`src/rtl/div_unit_pkg.sv`:
```
// Shared definitions for the multicycle signed divider: default width and FSM state encodings.
package div_unit_pkg;

    localparam int DIV_WIDTH = 32;

    typedef enum logic [1:0] {
        DIV_IDLE = 2'd0,
        DIV_CALC = 2'd1,
        DIV_SIGN = 2'd2
    } div_state_e;

endpackage : div_unit_pkg

```
`src/rtl/div_step.sv`:
```
// One restoring division iteration on unsigned magnitudes.
// The remainder shifts left and takes the quotient's MSB. The quotient shifts left.
// If the shifted remainder is at least the divisor, the divisor is subtracted and quotient bit 0 is set.
module div_step
    import div_unit_pkg::*;
#(
    parameter int WIDTH = DIV_WIDTH
) (
    input  logic [WIDTH-1:0] rem_i,
    input  logic [WIDTH-1:0] quo_i,
    input  logic [WIDTH-1:0] dvsr_i,
    output logic [WIDTH-1:0] rem_o,
    output logic [WIDTH-1:0] quo_o
);

    logic [WIDTH:0]   shifted;
    logic [WIDTH-1:0] diff;

    // Shift, trial-compare on WIDTH+1 bits, and conditionally subtract.
    always_comb begin
        shifted = {rem_i, quo_i[WIDTH-1]};
        // The difference is only used when shifted >= divisor.
        // In that case it is below the divisor, so WIDTH bits are enough.
        diff    = shifted[WIDTH-1:0] - dvsr_i;
        rem_o   = shifted[WIDTH-1:0];
        quo_o   = {quo_i[WIDTH-2:0], 1'b0};
        if (shifted >= {1'b0, dvsr_i}) begin
            rem_o    = diff;
            quo_o[0] = 1'b1;
        end
    end

endmodule : div_step

```
`src/rtl/div_unit.sv`:
```
// Multicycle signed divider (MIPS DIV semantics): quotient on lo, remainder on hi.
// Operands are converted to magnitudes, divided over WIDTH restoring steps, then sign-corrected.
module div_unit
    import div_unit_pkg::*;
#(
    parameter int WIDTH = DIV_WIDTH
) (
    input  logic             clk,
    input  logic             reset,
    input  logic             start,
    input  logic [WIDTH-1:0] dividend,
    input  logic [WIDTH-1:0] divisor,
    output logic [WIDTH-1:0] hi,
    output logic [WIDTH-1:0] lo,
    output logic             div_zero,
    output logic             busy,
    output logic             done
);

    localparam int CNT_W = (WIDTH > 1) ? $clog2(WIDTH) : 1;
    localparam logic [CNT_W-1:0] LAST_STEP = CNT_W'(WIDTH - 1);

    div_state_e       state_q, state_d;
    logic [CNT_W-1:0] cnt_q, cnt_d;
    logic [WIDTH-1:0] rem_q, rem_d;
    logic [WIDTH-1:0] quo_q, quo_d;
    logic [WIDTH-1:0] dvsr_q, dvsr_d;
    logic             quo_sign_q, quo_sign_d;
    logic             rem_sign_q, rem_sign_d;
    logic [WIDTH-1:0] hi_q, hi_d;
    logic [WIDTH-1:0] lo_q, lo_d;
    logic             done_q, done_d;
    logic             div_zero_q, div_zero_d;

    logic [WIDTH-1:0] rem_step;
    logic [WIDTH-1:0] quo_step;

    div_step #(
        .WIDTH (WIDTH)
    ) u_step (
        .rem_i  (rem_q),
        .quo_i  (quo_q),
        .dvsr_i (dvsr_q),
        .rem_o  (rem_step),
        .quo_o  (quo_step)
    );

    // Next-state, datapath updates and output pulses for the IDLE/CALC/SIGN sequence.
    always_comb begin
        // NOTE: every signal gets a default before the case.
        // A path that leaves one unassigned would infer a latch.
        state_d    = state_q;
        cnt_d      = cnt_q;
        rem_d      = rem_q;
        quo_d      = quo_q;
        dvsr_d     = dvsr_q;
        quo_sign_d = quo_sign_q;
        rem_sign_d = rem_sign_q;
        hi_d       = hi_q;
        lo_d       = lo_q;
        done_d     = 1'b0;
        div_zero_d = 1'b0;

        unique case (state_q)
            DIV_IDLE: begin
                if (start) begin
                    if (divisor == '0) begin
                        // hi/lo are left untouched so the previous result stays readable.
                        div_zero_d = 1'b1;
                        done_d     = 1'b1;
                    end else begin
                        dvsr_d     = divisor[WIDTH-1]  ? -divisor  : divisor;
                        quo_d      = dividend[WIDTH-1] ? -dividend : dividend;
                        rem_d      = '0;
                        cnt_d      = '0;
                        quo_sign_d = dividend[WIDTH-1] ^ divisor[WIDTH-1];
                        rem_sign_d = dividend[WIDTH-1];
                        state_d    = DIV_CALC;
                    end
                end
            end
            DIV_CALC: begin
                rem_d = rem_step;
                quo_d = quo_step;
                cnt_d = cnt_q + CNT_W'(1);
                if (cnt_q == LAST_STEP) begin
                    state_d = DIV_SIGN;
                end
            end
            DIV_SIGN: begin
                // Modular negation makes MIN / -1 come out as MIN with a zero remainder.
                lo_d    = quo_sign_q ? -quo_q : quo_q;
                hi_d    = rem_sign_q ? -rem_q : rem_q;
                done_d  = 1'b1;
                state_d = DIV_IDLE;
            end
            default: begin
                state_d = DIV_IDLE;
            end
        endcase
    end

    // State and datapath registers with asynchronous active-high reset.
    always_ff @(posedge clk or posedge reset) begin
        if (reset) begin
            state_q    <= DIV_IDLE;
            cnt_q      <= '0;
            rem_q      <= '0;
            quo_q      <= '0;
            dvsr_q     <= '0;
            quo_sign_q <= 1'b0;
            rem_sign_q <= 1'b0;
            hi_q       <= '0;
            lo_q       <= '0;
            done_q     <= 1'b0;
            div_zero_q <= 1'b0;
        end else begin
            // NOTE: non-blocking assignments make every register sample its pre-edge value,
            // independent of statement order.
            state_q    <= state_d;
            cnt_q      <= cnt_d;
            rem_q      <= rem_d;
            quo_q      <= quo_d;
            dvsr_q     <= dvsr_d;
            quo_sign_q <= quo_sign_d;
            rem_sign_q <= rem_sign_d;
            hi_q       <= hi_d;
            lo_q       <= lo_d;
            done_q     <= done_d;
            div_zero_q <= div_zero_d;
        end
    end

    assign hi       = hi_q;
    assign lo       = lo_q;
    assign done     = done_q;
    assign div_zero = div_zero_q;
    assign busy     = (state_q == DIV_CALC) || (state_q == DIV_SIGN);

endmodule : div_unit

```
`config.mk`:
```
export PLATFORM = sky130hd
export DESIGN_NAME = div_unit
export DESIGN_NICKNAME = d
export VERILOG_FILES = /design/src/rtl/div_unit_pkg.sv /design/src/rtl/div_step.sv /design/src/rtl/div_unit.sv
export SDC_FILE = /design/constraint.sdc
export NUM_CORES = 1
export LEC_CHECK = 0
export ABC_CLOCK_PERIOD_IN_PS = 15500
export CAP_MARGIN = 20
export CORE_AREA = 2 2 172 174
export CTS_BUF_LIST = sky130_fd_sc_hd__clkbuf_2 sky130_fd_sc_hd__clkbuf_4 sky130_fd_sc_hd__clkbuf_8
export DETAILED_ROUTE_END_ITERATION = 7
export DIE_AREA = 0 0 174 176
export DONT_BUFFER_PORTS = 1
export PLACE_DENSITY_LB_ADDON = 0.15
export SYNTH_ARGS = -nofsm -noshare
export SYNTH_HDL_FRONTEND = slang
export SYNTH_SLANG_ARGS = --single-unit
export TNS_END_PERCENT = 30
```
`constraint.sdc`:
```
create_clock -name clk -period 15.5 [get_ports clk]
set_input_delay 1.55 -clock clk [delete_from_list [all_inputs] [get_ports clk]]
set_output_delay 1.55 -clock clk [all_outputs]
set_load 0.005 [all_outputs]
```
# Word level (Yosys, flattened, before mapping)
# Cells that the tools add are included.
# Widths: inputs -> output; s select.
[word_totals]
romBits = 0
latchBits = 0
inputBits = 67
n_memories = 0
output_inout_bits = 67
ram_bits = 0
reg_bits = 171
[classes]
n_eq_ne = 6
n_reduce_logical = 7
shifts = 0
multipliers = 0
order_cmp = 1
addsub = 6
n_mux = 23
bitwise_logic = 2
div = 0
[ops]
columns = ["cell", "count"]
rows = [
  ["$mux 32", 9],
  ["$neg 32->32", 4],
  ["$pmux 32 s2", 2],
  ["$ge 33x32->1", 1],
  ["$logic_not 32->1", 1],
  ["$sub 32x32->32", 1],
  ["$mux 5", 2],
  ["$pmux 5 s2", 1],
  ["$reduce_and 3->1", 3],
  ["$mux 2", 3],
  ["$ne 2x2->1 const B", 3],
  ["$add 5x1->5 const B", 1],
  ["$eq 5x5->1 const B", 1],
  ["$mux 1", 4],
  ["$pmux 2 s2", 1],
  ["$eq 2x1->1 const B", 1],
  ["$eq 2x2->1 const B", 1],
  ["$logic_not 2->1", 1],
  ["$pmux 1 s2", 1],
  ["$reduce_bool 2->1", 1],
  ["$logic_or 1x1->1", 1],
  ["$not 1->1", 1],
  ["$xor 1x1->1", 1],
]

# Logic depth before layout (Yosys ltp)
[depth]
ltp_word = 5
ltp_mapped = 12
ltp_nobuf = 12

# Hierarchy
# From an unflattened synthesis, not the netlist that was laid out.
[hier_totals]
cells_unflattened = 1327
area_unflattened_um2 = 12395.6
[by_module_without_submodules]
columns = ["mod", "cells_per_inst", "instances", "area_per_inst_um2"]
rows = [
  ["div_unit", 957, 1, 9680.5],
  ["div_step", 370, 1, 2715.1],
]

# Least setup slack after synthesis
# Ideal clock, no wire load.
[synth_timing]
path_kind = "input to register"
startpoint = "input port dividend[10]"
endpoint = "register quo_q[29]"
n_path_buf = 0
setup_slack_ns = 11.628
t_required_ns = 15.369
arrival_ns = 3.741
setup_time_ns = 0.131
cell_stages = 7
path_cell_list = "or4_4 -> or4b_1 -> or2_1 -> or3_4 -> o31ai_1 -> xor2_1 -> a21oi_1"
[synth_via]
elab_chain_cells = 5
[synth_rtl]
columns = ["element", "line_no", "text"]
rows = [
  ["from (decl)", "div_unit.sv:11", "input logic [WIDTH-1:0] dividend,"],
  ["$neg 32->32", "div_unit.sv:73", "quo_d = dividend[WIDTH-1] ? -dividend : dividend;"],
  ["$mux 32", "div_unit.sv:73", ""],
  ["$mux 32", "div_unit.sv:67", "if (divisor == '0) begin"],
  ["$mux 32", "div_unit.sv:66", "if (start) begin"],
  ["$pmux 32 s2", "div_unit.sv:64", "unique case (state_q)"],
  ["to (signal assigned)", "div_unit.sv:123", "quo_q <= quo_d;"],
  ["to (decl)", "div_unit.sv:26", "logic [WIDTH-1:0] quo_q, quo_d;"],
]
# No other way between the ends. The select of a mux whose other input is x is not followed.
# A chain may end at the register's enable or synchronous reset.

# Worst setup path in the final report
[layout_timing]
startpoint = "input port divisor[12]"
endpoint = "register rem_q[30]"
[layout_via]
elab_chain_cells = 3
[layout_rtl]
columns = ["element", "line_no", "text"]
rows = [
  ["from (decl)", "div_unit.sv:12", "input logic [WIDTH-1:0] divisor,"],
  ["$logic_not 32->1", "div_unit.sv:67", ""],
  ["$ne 2x2->1 (no source line)", "n/a", ""],
  ["$reduce_and 3->1 (no source line)", "n/a", ""],
  ["to (signal assigned)", "div_unit.sv:122", "rem_q <= rem_d;"],
  ["to (decl)", "div_unit.sv:25", "logic [WIDTH-1:0] rem_q, rem_d;"],
]
# No other way between the ends.

==> run summary <==
The run finished with clean final reports. The HPWL after detailed placement is between 20000 and 25000 um. The max-slew violation count came out at 0. The routed length per placed instance came out at roughly 18 um. At the pin with the least slew margin, the transition time is roughly 1.0 ns. The library cells used most frequently in the layout, excluding fill and tap cells, are 171 x sky130_fd_sc_hd__dfrtp_1, 152 x sky130_fd_sc_hd__nand2_1, 119 x sky130_fd_sc_hd__nor2_1, 119 x sky130_fd_sc_hd__a21oi_1, 119 x sky130_fd_sc_hd__o21ai_0. The worst voltage drop across the vdd grid is approximately 0.09 mV. Tracing the worst setup path back leads to its startpoint at divisor[12].

The layout cell share with drive strength beyond 1 came out at 0.0587. The floorplan has 62 rows. The height of the chip came out at around 180 um. The kind of end point of the critical path is a flip-flop. The time the final worst path needs with I/O delays and setup came out at between 4 and 5 ns. Counting stages on the worst path, the most repeated cell is sky130_fd_sc_hd__buf_4. The filler cell count in the final layout came out at just under 3000. The initial utilization of the core area, before any placement, comes to 0.398. The total CTS buffers came out at 17. The maximum clock skew at final layout is approximately 0.019 ns. The number of gates resized after CTS came out at 0. The critical path crosses 10 cells after its start point. The total number of nets in the final design came out at about 1400.

Grouping stages by cell kind, the critical path spends the most delay in simple AND/OR/NAND/NOR gates. The post-synthesis instance total is between 1000 and 1500. The worst-skew pair later-pin latency is just under 0.5 ns.

The total setup buffers inserted after CTS came out at 0. The total of warnings raised by yosys came out at 0. The remaining number of nets flagged by the antenna check after routing came out at 0.

The total routing resource utilization after global routing came out at 0.207. The routed design has ~31000 um of wire. The placeable core region is about 29000 um^2.

The worst-case reg-to-reg path depth came out at 10. The number of global-route vias before repair came out at approximately 8800. The post-cts hold buffer count came out at 0.

The clock edge transition at the registers on the reported setup and hold paths came out at 0.10 ns. The longest individual stage delay on the worst path is about 0.62 ns. Pin placement for this block handled approximately 130 I/O pins.

The leftover overflow at the end of global routing came out at 0. The portion of the post-synthesis area used by sequential elements came out at 0.376. Setup repair after global routing left no endpoint under its margin. The startpoint identified for the worst hold timing path is dvsr_q[11]$_DFFE_PP0P_. The global placer's final weighted congestion is ~0.89. The post-synthesis async set-or-reset flop share came out at 1.00. The number of antenna violations at the first check in global routing came to 0. In this run the worst hold path is classified as reg -> reg. The first global-routing pass estimated 50600 um of wire. The number of DRC markers after the initial detailed-route iteration came out at just under 800. The worst-case clock buffer depth came out at 2.

The most common flop cell mapped by yosys is sky130_fd_sc_hd__dfrtp_1. The power density normalized to cell area is ~220 nW/um^2. The number of vias per cell after detailed routing is approximately 5.6. The number of violations of the max-capacitance limit came out at 0. The startpoint identified for the worst register-to-register timing path is rem_q[17]$_DFFE_PP0P_. Compared with the post-synthesis result, the final layout area differs by 6.53%. Counting flops with a built-in enable in the synthesized netlist gives 0.

TritonCTS built the clock tree. The largest fanout on the critical path is 84. The final period utilization came out at 0.297. The worst setup path is of the in -> reg kind. The number of detailed-route iterations in the first pass came out at 5.

The die covers approximately 30000 um^2. The largest net degree at the start of global routing came out at between 80 and 90. The final routed DRC violation total is 0. The net count after synthesis came out at 1453. The signal on the critical path passes through or4_4, nor4_1, nand4_1, o21bai_4, buf_4, o21a_2, buf_4, and2_1, a41oi_1, o31ai_1. The maximum level of the CTS H-tree came out at 4. The count of input and output buffers is 0.

Summed over all cells, the static leakage comes to approximately 5.3 nW. The cell at the root of the clock tree is sky130_fd_sc_hd__clkbuf_8. The synthesized design contains about 170 register bits.

The final-report hold violation count was 0. The number of cells on the worst hold path is 2. STA puts the critical path data required time at 15.88 ns. The final route contains 9531 vias. The worst setup path is launched from an input pin. The library cell used most frequently in the layout, excluding fill and tap cells, is sky130_fd_sc_hd__dfrtp_1. The number of standard cells in the final layout excluding fillers is about 1700. For this design, the sink count on the clock tree is around 170. The placed cell count came out at between 1500 and 2000.

The number of buffer and inverter stages on the critical path is 2. The setup TNS after final layout came out at 0 ns. The count of inserted antenna diode cells is 0.

The worst pin sits at a relative slew slack of 0.335. The chip width came out at around 170 um. The arrival time at the worst endpoint came out at between 4 and 5 ns. The area of the mapped netlist is 11400 um^2. The timing-limited maximum frequency is approximately 220 MHz. The master of the slowest instance on the critical path is sky130_fd_sc_hd__buf_4. The distinct cell type count after synthesis came out at 70.

The average instance area after synthesis came out at between 8 and 9 um^2. The final number of setup-violating endpoints came out at 0.
## metal layers
metal	track usage	vias to the layer above	part of all wire
met2	0.264	257	0.38
met1	0.345	4542	0.53
met4	0.0438	0	0.0099
met5	0	-	0
met3	0.0446	17	0.077
li1	-	4715	-
## Yosys cell counts (4+ instances only)
cell	instances	area, um^2
sky130_fd_sc_hd__dfrtp_1	171	4280
sky130_fd_sc_hd__nand2_1	152	571
sky130_fd_sc_hd__a21oi_1	120	601
sky130_fd_sc_hd__nor2_1	120	450
sky130_fd_sc_hd__o21ai_0	119	596
sky130_fd_sc_hd__xor2_1	100	876
sky130_fd_sc_hd__clkbuf_1	56	210
sky130_fd_sc_hd__inv_1	56	210
sky130_fd_sc_hd__ha_1	42	526
sky130_fd_sc_hd__xnor2_1	42	368
sky130_fd_sc_hd__o31ai_1	38	285
sky130_fd_sc_hd__nand4_1	28	175
sky130_fd_sc_hd__nand3_1	21	105
sky130_fd_sc_hd__o211ai_1	20	150
sky130_fd_sc_hd__nor3_1	18	90.1
sky130_fd_sc_hd__a21o_1	17	128
sky130_fd_sc_hd__o41ai_1	16	140
sky130_fd_sc_hd__or3_1	16	100
sky130_fd_sc_hd__mux2_2	12	135
sky130_fd_sc_hd__buf_2	11	55.1
sky130_fd_sc_hd__mux2i_1	11	110
sky130_fd_sc_hd__or4_1	11	82.6
sky130_fd_sc_hd__and2_1	10	62.6
sky130_fd_sc_hd__and3_1	10	62.6
sky130_fd_sc_hd__nand2b_1	7	43.8
sky130_fd_sc_hd__nor2b_1	7	43.8
sky130_fd_sc_hd__o21ai_1	7	35.0
sky130_fd_sc_hd__or2_2	7	43.8
sky130_fd_sc_hd__a211o_1	6	52.6
sky130_fd_sc_hd__a31oi_1	6	37.5
sky130_fd_sc_hd__a41oi_1	6	52.6
sky130_fd_sc_hd__buf_1	5	18.8
sky130_fd_sc_hd__nor4_1	5	31.3
sky130_fd_sc_hd__o21a_1	5	37.5
sky130_fd_sc_hd__o22ai_1	5	31.3
sky130_fd_sc_hd__o32ai_1	4	35.0
## power breakdown
group | switching, mW | total, mW | internal, mW
Combinational | 0.958 | 1.57 | 0.611
Sequential | 0.210 | 0.788 | 0.578
Clock | 0.191 | 0.362 | 0.171
## sequential cells by signal (all words and copies together) (netlist names)
name        flops
cnt_q           5
div_zero        1
done            1
dvsr_q         32
hi             32
lo             32
quo_q          32
quo_sign_q      1
rem_q          32
rem_sign_q      1
state_q         2
## per-stage QoR
stage / hold slack (ns) / utilization / total power [mW] / setup WS, ns / instance area, um^2
after floorplan: 0.450 / - / 1.93 / 9.32 / 11400
after global placement: 0.461 / 0.408 / 2.32 / 10.48 / 11700
after detailed placement: 0.472 / 0.408 / 2.34 / 10.39 / 11700
after CTS: 0.493 / 0.424 / 2.71 / 10.91 / 12100
after global routing: 0.527 / 0.424 / 2.97 / 10.58 / 12100
final: 0.486 / 0.424 / 2.72 / 10.90 / 12100
## cell type report
| cell class | count | area [um^2] | share of cell area |
|---|---|---|---|
| Clock inverter | 14 | 195 | 0.0161 |
| Inverter | 56 | 215 | 0.0178 |
| Clock buffer | 18 | 248 | 0.0205 |
| Timing Repair Buffer | 11 | 86.3 | 0.00713 |
| Multi-Input combinational cell | 1041 | 6600 | 0.545 |
| Sequential cell | 171 | 4280 | 0.353 |
| Tap cell | 384 | 480 | 0.0397 |
## worst paths after layout
path	endpoint	slack, ns
max in group asynchronous	quo_q[14]$_DFFE_PP0P_	12.65
max reg2reg	rem_q[14]$_DFFE_PP0P_	11.50
min reg2reg	dvsr_q[11]$_DFFE_PP0P_	0.49
max	rem_q[30]$_DFFE_PP0P_	10.90
min in group asynchronous	hi[6]$_DFFE_PP0P_	0.97
min	dvsr_q[11]$_DFFE_PP0P_	0.49
## tightest hold or removal path, stage by stage (launching register included)
cell	delay [ns]
sky130_fd_sc_hd__dfrtp_1	0.35
sky130_fd_sc_hd__nand2_1	0.04
sky130_fd_sc_hd__o21ai_0	0.06
## cells by family (layout without fill, tap and decap cells)
| kind of cell | after synthesis | in the layout | synth area share |
|---|---|---|---|
| AND/OR/NAND/NOR | 425 | 425 | 0.174 |
| XOR/XNOR | 142 | 142 | 0.109 |
| AO/OA/AOI/OAI | 408 | 408 | 0.225 |
| adder cells (fa/ha/maj) | 43 | 43 | 0.0480 |
| multiplexers | 23 | 23 | 0.0216 |
| buffers and inverters | 131 | 99 | 0.0455 |
| flip-flops | 171 | 171 | 0.376 |
Power figures use the tool's default switching activity.
